`src/rtl/coffee_bus_pkg.sv`:
```
// Shared bus widths and the RAM arbiter state encoding.
// Imported by every block that touches the coffee RAM bus.
package coffee_bus_pkg;

  localparam int ADDR_W = 16;
  localparam int DATA_W = 32;

  typedef enum logic [1:0] {
    ST_CPU     = 2'd0,
    ST_HOLD    = 2'd1,
    ST_DMA     = 2'd2,
    ST_RESTORE = 2'd3
  } arb_state_t;

endpackage

```
`src/rtl/ram_arbiter.sv`:
```
// Purpose: shares one synchronous single-port RAM between a stallable CPU and bursting DMA.
// Latency: DMA grant combinational in DMA state, read data one cycle after grant; steal costs HOLD+RESTORE.
// Backpressure: CPU held via cpu_stall; DMA held by dma_gnt=0 outside DMA or once the burst limit is hit.
module ram_arbiter
  import coffee_bus_pkg::*;
#(
  parameter int BURST_MAX = 8,
  parameter int CPU_SLOTS = 4
) (
  input  logic              clk,
  input  logic              nreset,
  input  logic [ADDR_W-1:0] cpu_address,
  input  logic [DATA_W-1:0] cpu_data,
  input  logic              cpu_wren,
  output logic [DATA_W-1:0] cpu_q,
  output logic              cpu_stall,
  input  logic              dma_req,
  input  logic              dma_we,
  input  logic [ADDR_W-1:0] dma_addr,
  input  logic [DATA_W-1:0] dma_wdata,
  output logic              dma_gnt,
  output logic              dma_rvalid,
  output logic [DATA_W-1:0] dma_rdata,
  output logic [ADDR_W-1:0] ram_address,
  output logic [DATA_W-1:0] ram_data,
  output logic              ram_wren,
  input  logic [DATA_W-1:0] ram_q
);

  localparam int BW = $clog2(BURST_MAX + 1);
  localparam logic [BW-1:0] BURST_LIM  = BW'(BURST_MAX);
  localparam logic [BW-1:0] BURST_LAST = BW'(BURST_MAX - 1);
  localparam logic [3:0]    SLOT_LIM   = 4'(CPU_SLOTS);

  arb_state_t    state_q, state_d;
  logic [3:0]    slot_cnt_q, slot_cnt_d;
  logic [BW-1:0] burst_cnt_q, burst_cnt_d;
  logic          rvalid_q, rvalid_d;
  logic          gnt_c;
  logic          in_dma;

  always_comb begin
    state_d     = state_q;
    slot_cnt_d  = slot_cnt_q;
    burst_cnt_d = burst_cnt_q;
    gnt_c       = 1'b0;
    unique case (state_q)
      ST_CPU: begin
        if (slot_cnt_q < SLOT_LIM) slot_cnt_d = slot_cnt_q + 4'd1;
        if (dma_req && (slot_cnt_q >= SLOT_LIM)) state_d = ST_HOLD;
      end
      ST_HOLD: begin
        state_d     = ST_DMA;
        burst_cnt_d = '0;
      end
      ST_DMA: begin
        gnt_c = dma_req && (burst_cnt_q < BURST_LIM);
        if (gnt_c) burst_cnt_d = burst_cnt_q + BW'(1);
        // Leave on the grant that exhausts the burst so no idle DMA cycle follows it.
        if (!dma_req || (gnt_c && (burst_cnt_q == BURST_LAST))) state_d = ST_RESTORE;
      end
      ST_RESTORE: begin
        state_d    = ST_CPU;
        slot_cnt_d = '0;
      end
      default: state_d = ST_CPU;
    endcase
    rvalid_d = gnt_c && !dma_we;
  end

  always_ff @(posedge clk) begin
    if (!nreset) begin
      state_q     <= ST_CPU;
      slot_cnt_q  <= SLOT_LIM;
      burst_cnt_q <= '0;
      rvalid_q    <= 1'b0;
    end else begin
      state_q     <= state_d;
      slot_cnt_q  <= slot_cnt_d;
      burst_cnt_q <= burst_cnt_d;
      rvalid_q    <= rvalid_d;
    end
  end

  // Reset is folded in so a mid-burst abort stops granting in the reset cycle itself.
  assign in_dma    = nreset && (state_q == ST_DMA);
  assign dma_gnt   = nreset && gnt_c;
  assign cpu_stall = nreset && (state_q != ST_CPU);
  assign dma_rvalid = rvalid_q;

  assign ram_address = in_dma ? dma_addr  : cpu_address;
  assign ram_data    = in_dma ? dma_wdata : cpu_data;
  assign ram_wren    = in_dma ? (dma_we && dma_gnt) : cpu_wren;

  assign cpu_q     = ram_q;
  assign dma_rdata = ram_q;

endmodule

```
`config.mk`:
```
export PLATFORM = sky130hd
export DESIGN_NAME = ram_arbiter
export DESIGN_NICKNAME = d
export VERILOG_FILES = /design/src/rtl/coffee_bus_pkg.sv /design/src/rtl/ram_arbiter.sv
export SDC_FILE = /design/constraint.sdc
export NUM_CORES = 1
export LEC_CHECK = 0
export CELL_PAD_IN_SITES_DETAIL_PLACEMENT = 1
export CELL_PAD_IN_SITES_GLOBAL_PLACEMENT = 2
export CORE_UTILIZATION = 10
export CTS_CLUSTER_SIZE = 28
export DETAILED_ROUTE_END_ITERATION = 6
export HOLD_SLACK_MARGIN = 0.05
export PLACE_DENSITY_LB_ADDON = 0.1
export SKIP_CTS_REPAIR_TIMING = 1
export SLEW_MARGIN = 10
export SYNTH_ARGS = -nofsm -noshare
export SYNTH_HDL_FRONTEND = slang
export SYNTH_SLANG_ARGS = --single-unit
```
`constraint.sdc`:
```
create_clock -name clk -period 2.1 [get_ports clk]
set_input_delay 0.42 -clock clk [delete_from_list [all_inputs] [get_ports clk]]
set_output_delay 0.42 -clock clk [all_outputs]
set_load 0.02 [all_outputs]
```
==> summary.txt <==
Grt met2 use: 12.5%
Initial antenna violation count: 0
Flop2flop setup slack: 0.41 ns
Syn Nets: 317
Critical Path Fanout Max: 6
FF-to-FF path depth: 7
DRT iter0 DRCs: 18
Area grow syn2layout: 90.5%
Max-Cap Viols: 0
Highest clock rate: 493 MHz
Layout Nets: 425
Worst Path Buf+Inv: 3
Cts bufs inserted: 3
Measured slew at the worst slew-check pin: 0.463 ns
H-tree depth: 1
Synth cell types: 28
Synth Cell Area: 0.00165 sq mm
Clock skew: 0.00187 ns
Worst-Skew Late Latency: 0.24 ns
Height of the chip: 130 microns
Final instance area: 0.00314 sq mm
Most frequent cells in the layout: clkdlybuf4s50_1, mux2_2, clkbuf_2
Worst Path Required: 1.68 ns
Wire length per cell: 14.2 microns
Slew Viols, Final: 0
IO Pins: 249
Num rows: 46
Fillers: 1888
Clk root buf: clkbuf_16
GRT Overall Usage: 6.77%
Grt peak-use layer: met2
Mapped Cells: 178
Crit. End Element: output pin
M1 GR Usage: 6.42%
Critical path's slowest cell: dfxtp_2
Outcome: finished clean
Post-layout min period: 2.03 ns
Peak supply drop: 0.000192 V
Final Hold Vio Count: 0
GRT overflow: 0
Levels on crit path: 6
GRT met3 Usage: 3.87%
Port Buf Inserts: 152
Relative slew slack: 68.7%
Die area: 0.0170 sq mm
Hold path depth: 2
DRT antenna net count: 0
CP arrival: 1.61 ns
Commonest non-fill, non-tap cell in the layout: clkdlybuf4s50_1
Sequential area share after synthesis: 13.3%
DP HPWL: 5480 microns
Worst hold-check path type: reg2reg
Maximum clock path buffer count: 2
Setup-failing EPs final: 0
Global-route wire length before repair: 8760 microns
Pwr Total: 1.95 mW
CTS sink count: 11
CP Cell Sequence: inv_2, ha_4, nand2_4, clkbuf_16, mux2_2, clkbuf_2
Via count: 1639
Global placement routability congestion: 0.613
Register area: 223 sq um
Overall routed net length: 7120 microns
PD cells: 619 mW/mm^2
Worst hold slack: 0.472 ns
Largest net degree at the start of global routing: 24
Vias in the first global route: 1697
Core Box Area: 0.0160 sq mm
Max stage delay on crit path: 0.33 ns
CTS clk-pin slew, worst paths: 0.04 ns
Crit share post-route: 96.6%
Mean Syn Cell Area: 9.27 sq um
CP Class: reg2out
CTS tree: yes
#FFs+latches synth: 11
Area occupied by multi-input gates: 941 sq um
Vias per cell: 3.27
Finished Core Util: 19.7%
Die W: 130 microns
Non-Filler Instances: 501
Synth warnings: 0
Pre-antenna DRT Iters: 2
CP delay by family, top: buffers and inverters
DRC viols: 0
Startpoint class of the critical path: register
N_diodes: 0
Layout cell share with drive strength beyond 1: 41.1%
Dpl cells: 490
Starting density of the core: 10.3%
Placed Area: 0.00305 sq mm
LEAKAGE: 1.42 nW
-- stage by stage --
| step | setup WS [ns] | TNS (ns) |
|---|---|---|
| after global placement | -0.470 | -22.14 |
| after floorplan | 0.231 | 0 |
| after global routing | -0.000126 | -0.000126 |
| final | 0.0718 | 0 |
| after detailed placement | -0.472 | -22.07 |
| after CTS | -0.477 | -22.33 |
-- area by class of cell --
type / instances / area share [%]
inverters: 3 / 0.358
multi-input cells: 96 / 29.9
clock buffers: 4 / 2.51
well taps: 216 / 8.60
repair buffers: 171 / 51.5
flip-flops and latches: 11 / 7.08
-- registers in the layout, summed over array words and instances (netlist names) --
signal and count:
burst_cnt_q 4, dma_rvalid 1, slot_cnt_q 4, state_q 2
-- worst paths after layout --
path                                     start              to
worst max-delay path                state_q[0]     ram_data[2]
worst min register to register  burst_cnt_q[3]  burst_cnt_q[3]
worst max register to register      state_q[1]   slot_cnt_q[1]
worst min-delay path            burst_cnt_q[3]  burst_cnt_q[3]
-- worst register-to-register path, stage by stage (launching register included) --
cell and delay (ns):
dfxtp_2 0.33, buf_4 0.14, inv_1 0.07, ha_1 0.18, buf_4 0.15, or3b_2 0.46
a32oi_1 0.20, nor2_1 0.05
-- where the power goes --
group          internal (mW)  switching (mW)
clock                  0.256           0.101
sequential             0.238          0.0198
combinational          0.732           0.600
total                   1.23           0.722
-- routing by layer --
layer | vias up | part of all wire, %
met5 | - | 0
met1 | 736 | 35
met3 | 15 | 15
met4 | 0 | 1.2
li1 | 771 | -
met2 | 117 | 49
-- synthesized netlist by cell type, drive strengths merged --
cell | count | area [sq um]
clkinv | 1 | 3.75
buf | 69 | 518
inv | 2 | 7.51
nand3b | 2 | 15.0
ha | 6 | 75.1
mux2 | 48 | 574
nor2 | 3 | 11.3
nand3 | 4 | 20.0
a311oi | 1 | 8.76
a32oi | 2 | 17.5
o221a | 1 | 11.3
a22o | 1 | 8.76
nand2 | 7 | 28.8
and3b | 1 | 8.76
and3 | 2 | 12.5
a21oi | 6 | 30.0
nand2b | 5 | 31.3
o21ai | 1 | 5.00
or3b | 1 | 8.76
nor4bb | 1 | 10.0
nor4b | 1 | 8.76
mux2i | 1 | 10.0
nor3 | 1 | 5.00
dfxtp | 11 | 220
-- cell families (layout without fill, tap and decap cells) --
family	Yosys count	after routing	synth area share [%]
buffers and inverters	72	178	32.1
flip-flops	11	11	13.3
adder cells (fa/ha/maj)	6	6	4.55
multiplexers	49	49	35.4
AND/OR/NAND/NOR	28	29	9.70
AO/OA/AOI/OAI	12	12	4.93
Note: power is estimated with default switching activity, not from simulation.
